--- config.mk ---
export PLATFORM = sky130hd
export DESIGN_NAME = i2s_tx
export DESIGN_NICKNAME = d
export VERILOG_FILES = /design/src/rtl/i2s_pkg.sv /design/src/rtl/i2s_sclk_gen.sv /design/src/rtl/i2s_tx.sv
export SDC_FILE = /design/constraint.sdc
export NUM_CORES = 1
export LEC_CHECK = 0
export ABC_AREA = 1
export BUFFER_PORTS_ARGS = -buffer_cell sky130_fd_sc_hd__buf_2
export CAP_MARGIN = 20
export CORE_ASPECT_RATIO = 2
export CORE_UTILIZATION = 30
export CTS_CLUSTER_DIAMETER = 40
export DETAILED_ROUTE_END_ITERATION = 12
export SETUP_SLACK_MARGIN = 0.5
export SYNTH_ARGS = -nofsm -noshare
export SYNTH_HDL_FRONTEND = slang
export SYNTH_SLANG_ARGS = --single-unit
--- constraint.sdc ---
create_clock -name clk -period 1.6 [get_ports clk]
set_input_delay 0.16 -clock clk [delete_from_list [all_inputs] [get_ports clk]]
set_output_delay 0.16 -clock clk [all_outputs]
set_load 0.1 [all_outputs]
--- src/rtl/i2s_pkg.sv ---
// Shared definitions for the I2S transmitter slice.
//   WIDTH_DEF      default sample bits per channel
//   SCLK_HALF_DEF  default mclk strobes per sclk half-period
//   chan_e         lrck level encoding: LEFT = 0, RIGHT = 1
package i2s_pkg;

  localparam int unsigned WIDTH_DEF     = 16;
  localparam int unsigned SCLK_HALF_DEF = 4;

  typedef enum logic {
    LEFT  = 1'b0,
    RIGHT = 1'b1
  } chan_e;

endpackage

--- src/rtl/i2s_sclk_gen.sv ---
// Serial bit clock generator: divides the mclk strobe by 2*SCLK_HALF.
// Ports:
//   clk_i    system clock
//   rst_n_i  asynchronous active-low reset
//   tick_i   one-clk mclk strobe
//   clr_i    synchronous clear (lrck edge); wins over tick_i
//   sclk_o   serial bit clock level
//   fall_o   one-clk strobe on the clk where sclk_o goes 1 -> 0
module i2s_sclk_gen
  import i2s_pkg::*;
#(
  parameter int unsigned SCLK_HALF = SCLK_HALF_DEF
) (
  input  logic clk_i,
  input  logic rst_n_i,
  input  logic tick_i,
  input  logic clr_i,
  output logic sclk_o,
  output logic fall_o
);

  localparam int unsigned PW = $clog2(SCLK_HALF) + 1;
  localparam logic [PW-1:0] PH_LAST = PW'(SCLK_HALF - 1);

  logic [PW-1:0] phase_q, phase_d;
  logic          sclk_q, sclk_d;
  logic          wrap;

  always_comb begin
    phase_d = phase_q;
    sclk_d  = sclk_q;
    wrap    = tick_i && (phase_q == PH_LAST);
    if (clr_i) begin
      phase_d = '0;
      sclk_d  = 1'b0;
    end else if (tick_i) begin
      if (wrap) begin
        phase_d = '0;
        sclk_d  = ~sclk_q;
      end else begin
        phase_d = phase_q + 1'b1;
      end
    end
  end

  always_ff @(posedge clk_i or negedge rst_n_i) begin
    if (!rst_n_i) begin
      phase_q <= '0;
      sclk_q  <= 1'b0;
    end else begin
      phase_q <= phase_d;
      sclk_q  <= sclk_d;
    end
  end

  assign sclk_o = sclk_q;
  assign fall_o = ~clr_i & wrap & sclk_q;

endmodule

--- src/rtl/i2s_tx.sv ---
// I2S serial-data transmitter. Takes stereo pairs over valid/ready into a
// one-pair holding register, loads the shift registers at each left
// half-frame start (falling lrck) and shifts MSB-first on falling sclk with
// the one-sclk I2S delay.
// Ports:
//   clk, rst_n         system clock, async active-low reset
//   mclk_tick          master-clock strobe
//   lrck               0 = left half-frame, 1 = right half-frame
//   s_valid/s_ready    sample pair handshake; s_left/s_right samples
//   sclk, sdata        DAC serial clock and data
//   underrun           one-clk pulse: left half-frame started with no pair held
//   underrun_cnt       saturating underrun count (only with I2S_TX_UNDERRUN_CNT_EN)
// Build option: define I2S_TX_UNDERRUN_CNT_EN to add the underrun_cnt port.
module i2s_tx
  import i2s_pkg::*;
#(
  parameter int unsigned WIDTH     = WIDTH_DEF,
  parameter int unsigned SCLK_HALF = SCLK_HALF_DEF
) (
  input  logic             clk,
  input  logic             rst_n,
  input  logic             mclk_tick,
  input  logic             lrck,
  input  logic             s_valid,
  input  logic [WIDTH-1:0] s_left,
  input  logic [WIDTH-1:0] s_right,
  output logic             s_ready,
  output logic             sclk,
  output logic             sdata,
  output logic             underrun
`ifdef I2S_TX_UNDERRUN_CNT_EN
  ,
  output logic [15:0]      underrun_cnt
`endif
);

  localparam int unsigned BW = $clog2(WIDTH) + 1;

  logic             lrck_q;
  logic             hold_full_q, hold_full_d;
  logic [WIDTH-1:0] hold_l_q, hold_l_d, hold_r_q, hold_r_d;
  logic [WIDTH-1:0] shl_q, shl_d, shr_q, shr_d;
  logic [BW-1:0]    bit_idx_q, bit_idx_d;
  logic             sdata_q, sdata_d;
  logic             underrun_q, underrun_d;

  logic lrck_edge, lrck_fall, accept, sclk_fall;

  assign lrck_edge = lrck ^ lrck_q;
  assign lrck_fall = lrck_edge && (lrck == LEFT);
  assign accept    = s_valid & ~hold_full_q;

  i2s_sclk_gen #(.SCLK_HALF(SCLK_HALF)) u_sclk_gen (
    .clk_i   (clk),
    .rst_n_i (rst_n),
    .tick_i  (mclk_tick),
    .clr_i   (lrck_edge),
    .sclk_o  (sclk),
    .fall_o  (sclk_fall)
  );

  always_comb begin
    hold_full_d = hold_full_q;
    hold_l_d    = hold_l_q;
    hold_r_d    = hold_r_q;
    shl_d       = shl_q;
    shr_d       = shr_q;
    bit_idx_d   = bit_idx_q;
    sdata_d     = sdata_q;
    underrun_d  = 1'b0;

    // accept and a loading fall are exclusive: accept needs an empty hold
    if (accept) begin
      hold_full_d = 1'b1;
      hold_l_d    = s_left;
      hold_r_d    = s_right;
    end

    if (lrck_fall) begin
      if (hold_full_q) begin
        shl_d       = hold_l_q;
        shr_d       = hold_r_q;
        hold_full_d = 1'b0;
      end else begin
        shl_d      = '0;
        shr_d      = '0;
        underrun_d = 1'b1;
      end
    end

    // sdata deliberately holds its last bit across an lrck edge
    if (lrck_edge) begin
      bit_idx_d = '0;
    end else if (sclk_fall) begin
      if (bit_idx_q < BW'(WIDTH)) begin
        bit_idx_d = bit_idx_q + 1'b1;
        if (lrck_q == RIGHT) begin
          sdata_d = shr_q[WIDTH-1];
          shr_d   = {shr_q[WIDTH-2:0], 1'b0};
        end else begin
          sdata_d = shl_q[WIDTH-1];
          shl_d   = {shl_q[WIDTH-2:0], 1'b0};
        end
      end else begin
        sdata_d = 1'b0;
      end
    end
  end

  always_ff @(posedge clk or negedge rst_n) begin
    if (!rst_n) begin
      lrck_q      <= 1'b0;
      hold_full_q <= 1'b0;
      hold_l_q    <= '0;
      hold_r_q    <= '0;
      shl_q       <= '0;
      shr_q       <= '0;
      bit_idx_q   <= '0;
      sdata_q     <= 1'b0;
      underrun_q  <= 1'b0;
    end else begin
      lrck_q      <= lrck;
      hold_full_q <= hold_full_d;
      hold_l_q    <= hold_l_d;
      hold_r_q    <= hold_r_d;
      shl_q       <= shl_d;
      shr_q       <= shr_d;
      bit_idx_q   <= bit_idx_d;
      sdata_q     <= sdata_d;
      underrun_q  <= underrun_d;
    end
  end

  assign s_ready  = ~hold_full_q;
  assign sdata    = sdata_q;
  assign underrun = underrun_q;

`ifdef I2S_TX_UNDERRUN_CNT_EN
  logic [15:0] underrun_cnt_q, underrun_cnt_d;

  always_comb begin
    underrun_cnt_d = underrun_cnt_q;
    if (underrun_d && (underrun_cnt_q != 16'hFFFF)) begin
      underrun_cnt_d = underrun_cnt_q + 16'd1;
    end
  end

  always_ff @(posedge clk or negedge rst_n) begin
    if (!rst_n) begin
      underrun_cnt_q <= '0;
    end else begin
      underrun_cnt_q <= underrun_cnt_d;
    end
  end

  assign underrun_cnt = underrun_cnt_q;
`endif

endmodule

==> run_results.csv <==
group,metric,value,unit
critical_path,crit_required,1830,ps
timing,finalClockSkew,5.557,ps
global_routing,grt_overflow_total,0,
layout,drive_gt1_share,27.63,%
critical_path,worstPathMaxFanout,10,
critical_path,crit_type,"register to register",
layout,nFillCells,1258,
yosys,synth.distinct_cells,25,
yosys,synth_nets,531,
critical_path,start_kind,"register",
timing,finalSetupTns,0,ps
pwr,p_comb_share,27.1,%
die,initial_utilization,31.01,%
clocking,cts_tree,"built",
timing,whs,49.57,ps
yosys,syn-cell-area,4051,µm²
timing,slew_headroom,65.40,%
status,violations,"design-rule violations",
global_routing,antenna_found_initial,0,
layout,area_growth,32.55,%
placed_design,dpl.hpwl,6801,µm
detailed_routing,dr.pass1.iters,8,
pwr,peakVddDrop,0.6922,mV
layout,final_common_cell,"nand2_1",
global_routing,grt_max_degree,37,
die,die_h,166.3,µm
die,core_area,13070,µm²
detailed_routing,final_antenna_net_count,0,
critical_path,end_kind,"register",
timing,setup_ws,133.7,ps
yosys,ys.warnings.count,0,
detailed_routing,avgViaCountPerCell,5.069,
layout,diodes,0,
pwr,leakagePower,2.722,nW
yosys,ys_seq_area_share,47.56,%
timing,setup_viol,0,
clocking,clkTransAtPathRegs,60,ps
pwr,power.density,1290,nW/µm²
pwr,swShare,30.91,%
pwr,internal-power,4.786,mW
pwr,net-switching-power,2.142,mW
die,rows,59,
pwr,pwr-share-seq,41.1,%
global_routing,grtUsageTotal,16.93,%
yosys,synthCells,491,
status,status,"finished, violations left",
timing,drv_slew,0,
yosys,ys_seq_elements,77,
clocking,numCtsBuffers,9,
global_routing,grt_pass1_vias,3713,
detailed_routing,routed_wl,11120,µm
global_routing,grt_pass1_wl,18290,µm
die,die_w,84.17,µm
timing,fin_crit,1466,ps
layout,layout_common_cells,"nand2_1, dfrtp_1, nand3_1",
timing,worstMarginPinSlew,519.0,ps
placed_design,place_congestion,0.7646,
detailed_routing,vias,3614,
placed_design,io_buffers,40,
die,die_area,14000,µm²
yosys,syn_avg_cell_area,8.251,µm²
timing,fmaxAchievable,682.0,MHz
detailed_routing,drc,4,
clocking,clock_path_buffers,2,
clocking,cts-htree-levels,3,
critical_path,arrival,1700,ps
placed_design,pre_cts_ws,80.06,ps
detailed_routing,drt_iter0_markers,312,
timing,hold_viol,0,
clocking,cts.sink_count,77,
critical_path,r2r_slack,130,ps
die,boundaryPins,41,
worst_hold_path,holdCritPathClass,"input pin to register",
clocking,insertion_delay,340,ps
layout,nets,596,
pwr,p_clk_share,31.8,%
clocking,cts_root_buf,"clkbuf_16",
timing,rsz0062_at_grt,"yes",
job,drv_cap,0,
detailed_routing,wl_per_cell,15.60,µm
timing,fin_crit_sh,91.65,%
## layout make-up
class | instances | area [µm²] | share of cell area [%]
timing repair buffer | 82 | 715.7 | 13.33
multi-input combinational | 325 | 1954 | 36.39
sequential | 77 | 1932 | 35.97
tap | 152 | 190.2 | 3.541
inverter | 61 | 254.0 | 4.730
clock inverter | 7 | 98.84 | 1.841
clock buffer | 9 | 225.2 | 4.194
## repair_timing
item | 4_1_cts | 5_1_grt
endpoints found under the hold margin | 33 | 0
setup endpoints to repair | 78 | 92
pin swaps | 4 | 5
hold buffers | 2 | 0
gates resized for setup | 20 | 34
buffers inserted | 12 | 7
cloned | 4 | 1
## cell usage after synthesis, drive strengths merged
library cell | instances | area [µm²]
nand4 | 34 | 227.7
o22ai | 1 | 6.260
mux2 | 32 | 360.4
or2 | 1 | 6.260
clkinv | 1 | 3.750
nor3 | 1 | 16.27
nor2 | 10 | 50.05
dfrtp | 77 | 1927
nand2 | 149 | 564.3
a21oi | 1 | 5.000
ha | 3 | 37.54
inv | 60 | 225.2
clkbuf | 6 | 22.52
nand3 | 70 | 355.3
o21ai | 19 | 95.09
buf | 26 | 148.9
## layer usage
| layer | track usage (%) | share of wire [%] | vias up |
|---|---|---|---|
| li1 | - | - | 1731 |
| met1 | 17.18 | 38 | 1778 |
| met2 | 30.72 | 55 | 83 |
| met3 | 2.833 | 3.1 | 22 |
| met4 | 12.07 | 4.2 | 0 |
| met5 | 0 | 0 | - |
## metrics by stage
stage / util [%] / power (mW) / instances / cell area (µm²)
after detailed placement: 34.92 / 4.402 / 671 / 4563
final: 41.10 / 6.928 / 713 / 5370
after global routing: 41.10 / 7.343 / 713 / 5370
after floorplan: - / 3.990 / 491 / 4194
after CTS: 39.49 / 6.836 / 705 / 5160
after global placement: 34.92 / 4.331 / 671 / 4563
## kinds of logic (layout without fill, tap and decap cells)
logic type                 Yosys count  count (layout)  synth area share, %
and+or+nand+nor                    265             269                30.11
muxes                               32              32                8.894
DFF                                 77              77                47.56
AOI/OAI and AO/OA                   21              21                2.625
adders and majority gates            3               3               0.9266
buffers and inverters               93             159                9.883
## final timing paths
path                                         startpoint                          to  cells past startpoint
worst max-delay path                   lrck_q$_DFF_PN0_         shl_q[10]$_DFF_PN0_                      8
worst min-delay path                        s_right[10]    hold_r_q[10]$_DFFE_PN0P_                      2
worst max register to register         lrck_q$_DFF_PN0_         shl_q[10]$_DFF_PN0_                      8
worst min register to register  hold_r_q[2]$_DFFE_PN0P_     hold_r_q[2]$_DFFE_PN0P_                      1
max in group asynchronous                         rst_n  asynchronous set/reset pin                      3
min in group asynchronous                         rst_n       hold_full_q$_DFF_PN0_                      2
## worst max-delay path, cell delays in order (launching register included)
cell and delay [ps]:
dfrtp_1 400, ha_4 310, inv_8 50, nor2_4 120, buf_4 130, buf_8 120
nand4_1 100, nand2_1 80, inv_1 40
## power by group through the flow
stage,Combinational (mW),Sequential [mW],Clock (mW)
floorplan,1.22,2.77,0
global placement,1.48,2.85,0
detailed placement,1.54,2.86,0
CTS,1.74,2.83,2.26
global route,2.09,2.91,2.34
finish,1.88,2.85,2.20
(Power assumes the default switching activity.)
